===== config.mk =====
export PLATFORM = sky130hd
export DESIGN_NAME = mem_arbiter
export DESIGN_NICKNAME = d
export VERILOG_FILES = /design/src/rtl/mem_arbiter.sv
export SDC_FILE = /design/constraint.sdc
export NUM_CORES = 1
export LEC_CHECK = 0
export CAP_MARGIN = 20
export CORE_ASPECT_RATIO = 1.75
export CORE_MARGIN = 5
export CORE_UTILIZATION = 44
export DETAILED_ROUTE_END_ITERATION = 7
export HOLD_SLACK_MARGIN = 0.06
export PLACE_DENSITY = 0.81
export SLEW_MARGIN = 20
export SYNTH_ARGS = -nofsm -noshare
export SYNTH_HDL_FRONTEND = slang
export SYNTH_SLANG_ARGS = --single-unit

===== constraint.sdc =====
create_clock -name Clock -period 4.4 [get_ports Clock]
set_clock_uncertainty 0.05 [all_clocks]
set_input_delay 0.66 -clock Clock [delete_from_list [all_inputs] [get_ports Clock]]
set_output_delay 0.66 -clock Clock [all_outputs]
set_load 0.02 [all_outputs]

===== src/rtl/mem_arbiter.sv =====
// Two-port (instruction fetch / data load-store) arbiter in front of one shared
// single-access memory. Data has priority, with a starvation bound for fetches.
module mem_arbiter #(
    parameter int WORD_SIZE    = 16,
    parameter int MEM_LATENCY  = 1,
    parameter int STARVE_LIMIT = 4
) (
    input  logic                 Clock,
    input  logic                 Reset,
    input  logic                 InstrReq,
    input  logic [WORD_SIZE-1:0] InstrAddr,
    output logic [WORD_SIZE-1:0] InstrData,
    output logic                 InstrValid,
    input  logic                 DataRead,
    input  logic                 DataWrite,
    input  logic [WORD_SIZE-1:0] DataAddr,
    input  logic [WORD_SIZE-1:0] DataWData,
    output logic [WORD_SIZE-1:0] DataRData,
    output logic                 DataDone,
    output logic [WORD_SIZE-1:0] MemAddr,
    output logic [WORD_SIZE-1:0] MemWData,
    output logic                 MemRead,
    output logic                 MemWrite,
    input  logic [WORD_SIZE-1:0] MemRData,
    output logic                 Busy
);

    localparam logic [1:0] ST_IDLE   = 2'd0;
    localparam logic [1:0] ST_ACCESS = 2'd1;
    localparam logic [1:0] ST_WAIT   = 2'd2;
    localparam logic [1:0] ST_DONE   = 2'd3;

    localparam logic [3:0] STARVE_MAX = 4'(STARVE_LIMIT);
    localparam logic [2:0] WAIT_LOAD  = 3'(MEM_LATENCY - 1);

    logic [1:0] state;
    logic [3:0] starve_cnt;
    logic [2:0] wait_cnt;
    logic       owner_instr;
    logic       is_write;

    logic data_req;
    logic instr_wins;
    logic grant_write;

    // NOTE: every always_comb output gets a value on every path, so no latch is inferred.
    always_comb begin
        data_req    = DataRead | DataWrite;
        instr_wins  = InstrReq && (!data_req || starve_cnt == STARVE_MAX);
        grant_write = !instr_wins && DataWrite;
    end

    // Outputs are registered: the strobes and pulses are set on the edge that
    // enters the state in which they must be visible.
    // NOTE: sequential state uses non-blocking assignments only, so all registers
    // see pre-edge values regardless of statement order.
    always_ff @(posedge Clock) begin
        if (Reset) begin
            state       <= ST_IDLE;
            starve_cnt  <= '0;
            wait_cnt    <= '0;
            owner_instr <= 1'b0;
            is_write    <= 1'b0;
            InstrData   <= '0;
            InstrValid  <= 1'b0;
            DataRData   <= '0;
            DataDone    <= 1'b0;
            MemAddr     <= '0;
            MemWData    <= '0;
            MemRead     <= 1'b0;
            MemWrite    <= 1'b0;
            Busy        <= 1'b0;
        end else begin
            MemRead    <= 1'b0;
            MemWrite   <= 1'b0;
            InstrValid <= 1'b0;
            DataDone   <= 1'b0;
            case (state)
                ST_IDLE: begin
                    if (InstrReq || data_req) begin
                        state       <= ST_ACCESS;
                        Busy        <= 1'b1;
                        owner_instr <= instr_wins;
                        is_write    <= grant_write;
                        MemAddr     <= instr_wins ? InstrAddr : DataAddr;
                        MemRead     <= !grant_write;
                        MemWrite    <= grant_write;
                        if (grant_write) begin
                            MemWData <= DataWData;
                        end
                        if (instr_wins) begin
                            starve_cnt <= '0;
                        end else if (InstrReq && starve_cnt != STARVE_MAX) begin
                            starve_cnt <= starve_cnt + 4'd1;
                        end
                    end
                end
                ST_ACCESS: begin
                    if (is_write) begin
                        state    <= ST_DONE;
                        DataDone <= 1'b1;
                    end else begin
                        state    <= ST_WAIT;
                        wait_cnt <= WAIT_LOAD;
                    end
                end
                ST_WAIT: begin
                    if (wait_cnt == 3'd0) begin
                        state <= ST_DONE;
                        if (owner_instr) begin
                            InstrValid <= 1'b1;
                            InstrData  <= MemRData;
                        end else begin
                            DataDone  <= 1'b1;
                            DataRData <= MemRData;
                        end
                    end else begin
                        wait_cnt <= wait_cnt - 3'd1;
                    end
                end
                default: begin
                    state <= ST_IDLE;
                    Busy  <= 1'b0;
                end
            endcase
        end
    end

endmodule


After elaboration in Yosys (flattened, before gate mapping)
Index checks and enable logic that the tools add are counted.

operators by class
  add/subtract/negate cells = 2
  eq/ne operators = 8
  mux-type cells = 17
  bitwise operators = 7
  reductions and logical operators = 23

operators with widths
  operator               count
  $mux W16               1
  $reduce_and A3 Y1      5
  $mux W4                2
  $ne A2 B2 Y1 const B   4
  $mux W1                6
  $mux W3                2
  $not A1 Y1             6
  $pmux W2 S3            1
  $pmux W3 S2            1
  $reduce_and A2 Y1      3
  $reduce_or A3 Y1       2
  $add A4 B1 Y4 const B  1
  $eq A4 B3 Y1 const B   1
  $mux W2                2
  $ne A4 B3 Y1 const B   1
  $pmux W1 S2            2
  $reduce_bool A2 Y1     2
  $logic_and A1 B1 Y1    3
  $logic_not A1 Y1       3
  $logic_not A3 Y1       1
  $sub A3 B1 Y3 const B  1
  $eq A2 B1 Y1 const B   1
  $eq A2 B2 Y1 const B   1
  $logic_not A2 Y1       1
  3 further kinds        4

storage, ports and cells
  bits in registers = 80
  input bits = 69
  output and inout bits = 69
  logic and storage cells = 71

Longest topological paths before layout
Gate-level depths: netlist (run 1).

  word-level depth = 7
  gate-level depth with buffers = 8
  depth with buffers taken out = 6

Least setup slack after synthesis (run 1)
OpenSTA, ideal clock, no wires.

  kind = input to register
  start = input DataRead
  end = register MemAddr[14]
  data arrival time = 1571 ps
  required time = 4208 ps
  slack = 2637 ps
  cell stages on the path = 5
  path through = or3b_2 > clkbuf_2 > buf_2 > nand3_1 > a311oi_1

between the ends
  longest elaborated chain between the ends = 5
  elaborated cells between the ends (all ways) = 7

RTL lines
  element               line  text
  start, declared       14    input logic DataRead,
  $or A1 B1 Y1 *        48    data_req = DataRead | DataWrite;
  $logic_not A1 Y1      49    instr_wins = InstrReq && (!data_req || starve_cnt == STARVE_MAX);
  $logic_or A1 B1 Y1    49
  $logic_and A1 B1 Y1   49
  $mux W16              85    MemAddr <= instr_wins ? InstrAddr : DataAddr;
  end signal, assigned  85
  end, declared         20    output logic [WORD_SIZE-1:0] MemAddr,

Mark *: on every way between the ends. The rest lies on a longest branch, timed or not.
A chain may end at the register's enable or synchronous reset.

Final worst setup path (run 1)
  start = input InstrReq
  end = register starve_cnt[2]

between the ends
  longest elaborated chain between the ends = 3
  elaborated cells between the ends (all ways) = 6

RTL lines
  element                                        line    text
  start, declared                                10      input logic InstrReq,
  $logic_and A1 B1 Y1, on equally long branches  49, 93
  $reduce_bool A2 Y1 (no source line)            n/a
  $reduce_and A3 Y1 (no source line)             n/a
  end signal, assigned                           94      starve_cnt <= starve_cnt + 4'd1;
  end, declared                                  37      logic [3:0] starve_cnt;

Parallel ways exist; a longest one is shown, timed or not.

==> results of run 1 <==
-- critical path: stages --
cell and delay [ns]:
clkdlybuf4s50_1 0.98, nand2_1 0.32, or4b_2 0.68, a31oi_1 0.20
-- per-layer routing --
| layer | vias up | wire [um] |
|---|---|---|
| li1 | 1660 | - |
| met1 | 1572 | 3557 |
| met2 | 161 | 5143 |
| met3 | 18 | 864 |
| met4 | 0 | 248 |
| met5 | - | 0 |
-- report_power, final --
group          leakage (nW)  internal, mW  switching, mW
Sequential            0.653         0.872         0.0845
Clock                 0.144         0.491          0.282
Combinational         0.957         0.435          0.558
Total                  1.75          1.80          0.924
-- flip-flops by register name (all words and copies together), names as in the netlist --
signal,flops
InstrData,16
MemRead,1
is_write,1
MemAddr,16
starve_cnt,4
InstrValid,1
DataRData,16
MemWData,16
MemWrite,1
owner_instr,1
DataDone,1
state,2
Busy,1
wait_cnt,3
-- path summary, 6_finish.rpt --
kind | startpoint | endpoint | slack (ns) | cells past startpoint
worst min-delay path | DataRData[9] | DataRData[9] | 0.40 | 2
worst min register to register | DataRData[9] | DataRData[9] | 0.40 | 2
worst max register to register | starve_cnt[0] | starve_cnt[2] | 2.38 | 5
worst max-delay path | InstrReq | starve_cnt[2] | 1.74 | 4
-- placed cells by master (no fill, tap or decap), types with 2 or more instances in the layout --
cell,netlist,routed
o21bai_1,2,2
clkinvlp_4,0,2
bufinv_16,0,2
buf_4,2,3
o211ai_1,16,16
nand3b_1,5,5
and3b_1,2,2
a211oi_1,3,3
inv_1,9,9
dfxtp_1,80,80
or4_1,2,2
ha_1,8,8
nor2_1,21,21
clkbuf_16,0,9
nand3_1,35,35
or4b_1,2,2
a311oi_1,16,16
a31oi_1,2,2
clkdlybuf4s50_1,0,136
nand2_1,74,74
nand2b_1,2,2
o21ai_0,19,19
and2_1,2,2
a21oi_1,57,57
-- cells by family (layout without fill, tap and decap cells) --
family | count (synthesis) | after routing | share of synthesized area [%]
buffers and inverters | 43 | 163 | 5.728
muxes | 2 | 2 | 0.6365
AOI/OAI and AO/OA | 119 | 119 | 21.68
DFF | 80 | 80 | 47.92
adders and majority gates | 8 | 8 | 2.995
and+or+nand+nor | 152 | 152 | 21.04
-- area by class of cell --
| type | instances | area, um2 |
|---|---|---|
| fillers | 642 | 2521 |
| clock inverters | 5 | 83.83 |
| multi-input cells | 281 | 1550 |
| clock buffers | 9 | 225.2 |
| repair buffers | 140 | 1389 |
| well taps | 88 | 110.1 |
| flip-flops and latches | 80 | 1602 |
| inverters | 9 | 33.78 |
==> out/summary.txt, run 1 <==
Run status: finished, final reports clean
Per-cell routed wire length: 16.04 um
Crit start category: primary input
Post-synthesis sequential area ratio: 47.92%
DRC Markers: 0
Synth unique cells: 38
Post-CTS sizing: 0
Via Count: 3411
Placer Congestion: 0.7872
Register bit total from synthesis: 80
Initial antenna violation count: 0
Total CTS buffers: 9
Fin area: 0.004994 mm2
Count of hold-fix buffers inserted at cts: 0
Setup WS pre-CTS: 1.305 ns
Vias in the first global route: 3356
Slew margin rel.: 47.52%
PnR worst setup slack: 1.743 ns
Layout Nets: 598
Max cap viols: 0
Avg Synthesized Cell Area: 8.272 um2
YS warnings: 0
Fraction of registers with async set/reset: 0%
DP Cell Count: 598
Row count: 42
Mapped Nets: 481
Synthesized area: 0.003342 mm2
Largest area contributor in the netlist: dfxtp_1
I/O pin total: 138
Met3 Usage GRT: 6.345%
Iteration-0 DRC Markers: 146
Setup TNS: 0 ns
Global-route track usage on met1: 20.79%
RSZ-0062 raised after global routing: false
Placed inst area: 0.004683 mm2
Met2 Use GR: 37.68%
Max clock buf depth: 2
Number of synthesized flops with an enable pin: 0
Port-buffer cells: 137
Worst Max-Slew Pin Slew: 0.7848 ns
Synth area leaders: dfxtp_1, a21oi_1, nand2_1
Post-DP HPWL: 7218 um
Static leakage: 1.754 nW
Crit end category: register
GRT Total Usage: 20.74%
CTS Sinks: 80
CTS tree: done
Cells after Synth: 404
Final Hold Viols: 0
Antenna Nets Post-Route: 0
Total grt overflow: 0
Global-route wire length before repair: 15350 um
Fin. max-slew vios: 0
Fin crit period: 2.657 ns
Grt peak-use layer: met2
Synth top area share: 47.92%
First-pass DRT Iterations: 5
Post CTS Setup Buffer Count: 0
Worst Path Max Fanout: 24
Achievable Freq: 376.4 MHz
Tot Pwr: 2.722 mW
Worst hold slack: 0.4022 ns
Core ar.: 0.007515 mm2
Worst-path clk slew: 0.06 ns
Worst-skew pair later-pin latency: 0.33 ns
Die height: 125.3 um
N_diodes: 0
H-tree depth: 3
Area grow syn2layout: 49.42%
VDD IR-drop max: 0.3747 mV
Most numerous cell in the Yosys netlist: dfxtp_1
Root buffer cell: clkbuf_16
Main synth FF type: dfxtp_1
Drt total wl: 9815 um
Initial Utilization: 44.47%
Period utilization: 60.38%
Pwr dens: 545.1 mW/mm2
CP Data Arrival Time: 2.85 ns
Critical Path RT: 4.60 ns
Final core area utilization: 66.45%
Routed vias/inst: 5.574
Kind of critical path: primary input to register
Hold/Removal Path Class: register to register
Top cells by count, synth: dfxtp_1, nand2_1, a21oi_1
Die Wd: 75.88 um
Largest net degree at the start of global routing: 46
# setup viols final: 0
Non-filler cells, final: 612
Die area: 0.009507 mm2
Ratio of cells with drive above 1 in the final layout: 4.389%
(Power assumes the default switching activity.)
==> run 2, diff against run 1 <==
--- a/config.mk
+++ b/config.mk
@@ -8,10 +8,10 @@
 export CAP_MARGIN = 20
 export CORE_ASPECT_RATIO = 1.75
 export CORE_MARGIN = 5
-export CORE_UTILIZATION = 44
+export CORE_UTILIZATION = 39
 export DETAILED_ROUTE_END_ITERATION = 7
 export HOLD_SLACK_MARGIN = 0.06
-export PLACE_DENSITY = 0.81
+export PLACE_DENSITY = 0.76
 export SLEW_MARGIN = 20
 export SYNTH_ARGS = -nofsm -noshare
 export SYNTH_HDL_FRONTEND = slang
==> constraint.sdc (replaced) <==
create_clock -name Clock -period 2.3 [get_ports Clock]
set_clock_uncertainty 0.05 [all_clocks]
set_input_delay 0.345 -clock Clock [delete_from_list [all_inputs] [get_ports Clock]]
set_output_delay 0.345 -clock Clock [all_outputs]
set_load 0.02 [all_outputs]
==> run 2 against run 1 <==
Against the previous run: cell area up 2.2%; critical path type is now register to register; first-iteration DRC count down 14%; register-to-register slack worse by 2.0 ns; largest cell class unchanged.
==> out/summary.txt, run 2 (synthesis results as in run 1) <==
Commonest non-fill, non-tap cell in the layout: clkdlybuf4s50_1 (unchanged)
N_diodes: 0 (unchanged)
Final Hold Viols: 0 (unchanged)
Ratio of cells with drive above 1 in the final layout: 5.283% (was 4.389%)
Filler instances: 769 (was 642)
Drt total wl: 9697 um (was 9815 um)
Vias in the first global route: 3382 (was 3356)
I/O pin total: 138 (unchanged)
Initial antenna violation count: 0 (unchanged)
Post CTS Setup Buffer Count: 0 (unchanged)
Fin crit period: 1.968 ns
DRC Markers: 0 (unchanged)
Hold Path Stages: 2 (unchanged)
Setup TNS: 0 ns (unchanged)
Worst-path clk slew: 0.06 ns (about the same)
R2R depth: 5 (unchanged)
Antenna Nets Post-Route: 0 (unchanged)
Run status: finished, final reports clean (unchanged)
Worst path slowest cell: or4_1 (was clkdlybuf4s50_1)
VDD IR-drop max: 0.6788 mV (was 0.3747 mV)
Core ar.: 0.008313 mm2 (was 0.007515 mm2)
Non-filler cells, final: 645 (was 612)
Crit end category: register (unchanged)
Die Wd: 79.98 um (was 75.88 um)
PnR worst setup slack: 0.3325 ns (was 1.743 ns)
H-tree depth: 3 (unchanged)
Hold/Removal Path Class: register to register (unchanged)
CTS Sinks: 80 (unchanged)
Per-cell routed wire length: 15.03 um (was 16.04 um)
Placer Congestion: 0.7834 (was 0.7872)
Row count: 44 (was 42)
Total CTS buffers: 9 (unchanged)
Global-route wire length before repair: 15810 um (was 15350 um)
Iteration-0 DRC Markers: 125 (was 146)
First-pass DRT Iterations: 4 (was 5)
Pwr dens: 1028 mW/mm2 (was 545.1 mW/mm2)
Worst-skew pair later-pin latency: 0.33 ns (about the same)
Count of hold-fix buffers inserted at cts: 0 (unchanged)
Placed inst area: 0.004785 mm2 (was 0.004683 mm2)
Worst-path cell chain: inv_1, ha_1, and3b_1, or4_1, a31oi_1 (was clkdlybuf4s50_1, nand2_1, or4b_2, a31oi_1)
Layout Nets: 602 (was 598)
Total grt overflow: 0 (unchanged)
CP Data Arrival Time: 2.17 ns (was 2.85 ns)
RSZ-0062 raised after global routing: false (unchanged)
Post-CTS sizing: 0 (unchanged)
Static leakage: 1.800 nW (was 1.754 nW)
Kind of critical path: register to register (was primary input to register)
Die area: 0.01059 mm2 (was 0.009507 mm2)
CTS tree: done (unchanged)
Critical Path RT: 2.51 ns (was 4.60 ns)
Max cap viols: 0 (unchanged)
Achievable Freq: 508.3 MHz
Setup WS pre-CTS: 0.1954 ns (was 1.305 ns)
Max incr delay on CP: 0.60 ns (was 0.98 ns)
Slew margin rel.: 50.21% (was 47.52%)
Die height: 132.5 um (was 125.3 um)
Post-DP HPWL: 7224 um (was 7218 um)
# setup viols final: 0 (unchanged)
Period utilization: 85.54%
Port-buffer cells: 137 (unchanged)
Crit start category: register (was primary input)
Worst Max-Slew Pin Slew: 0.7468 ns (was 0.7848 ns)
DP Cell Count: 629 (was 598)
Max clock buf depth: 2 (unchanged)
Routed vias/inst: 5.186 (was 5.574)
Fin. max-slew vios: 0 (unchanged)
Root buffer cell: clkbuf_16 (unchanged)
Initial Utilization: 40.20% (was 44.47%)
Worst Path Max Fanout: 21 (was 24)
Via Count: 3345 (was 3411)
GRT Total Usage: 18.53% (was 20.74%)
Area grow syn2layout: 52.68% (was 49.42%)
Largest net degree at the start of global routing: 57 (was 46)
Fin area: 0.005102 mm2 (was 0.004994 mm2)
Most frequent cells in the layout: clkdlybuf4s50_1, dfxtp_1, nand2_1 (unchanged)
-- run 2: routing by layer --
layer	vias to the layer above	share of wire [%]	GRT usage, %
met1	1519	39	20.39
met3	21	8.3	5.578
met4	0	2.7	8.365
li1	1671	-	-
met2	134	50	32.01
met5	-	0	0
-- run 2: path summary, 6_finish.rpt --
kind,start,endpoint,slack (ns)
max,starve_cnt[0],starve_cnt[3],0.33
min,InstrData[13],InstrData[13],0.40
max reg2reg,starve_cnt[0],starve_cnt[3],0.33
min reg2reg,InstrData[13],InstrData[13],0.40
-- run 2: area by class of cell --
type | count | area [um2] | area share [%]
multi-input combinational | 281 | 1549 | 30.36
clock inverter | 5 | 65.06 | 1.275
clock buffer | 11 | 252.7 | 4.953
tap | 115 | 143.9 | 2.820
sequential | 80 | 1602 | 31.39
timing repair buffer | 144 | 1456 | 28.54
inverter | 9 | 33.78 | 0.6621
-- run 2: where the power goes --
| group | switching [mW] | leakage [nW] | internal, mW |
|---|---|---|---|
| clock | 0.555 | 0.156 | 0.906 |
| combinational | 1.08 | 0.991 | 0.883 |
| sequential | 0.153 | 0.653 | 1.67 |
| total | 1.79 | 1.80 | 3.46 |
-- run 2: critical path: cells and delay by family, from the launching register on --
kind | cells | cell delay [ns]
simple gates | 2 | 1.01
flops | 1 | 0.38
fa+ha+maj | 1 | 0.23
compound gates | 1 | 0.16
buf+inv | 1 | 0.06
-- run 2: per-stage QoR --
stage / util [%] / total power, mW / hold slack [ns]
after floorplan: - / 2.956 / 0.3930
after global placement: 57.56 / 3.770 / 0.3924
after detailed placement: 57.56 / 3.819 / 0.3965
after CTS: 61.38 / 5.306 / 0.3945
after global routing: 61.38 / 5.551 / 0.4260
final: 61.38 / 5.243 / 0.4035
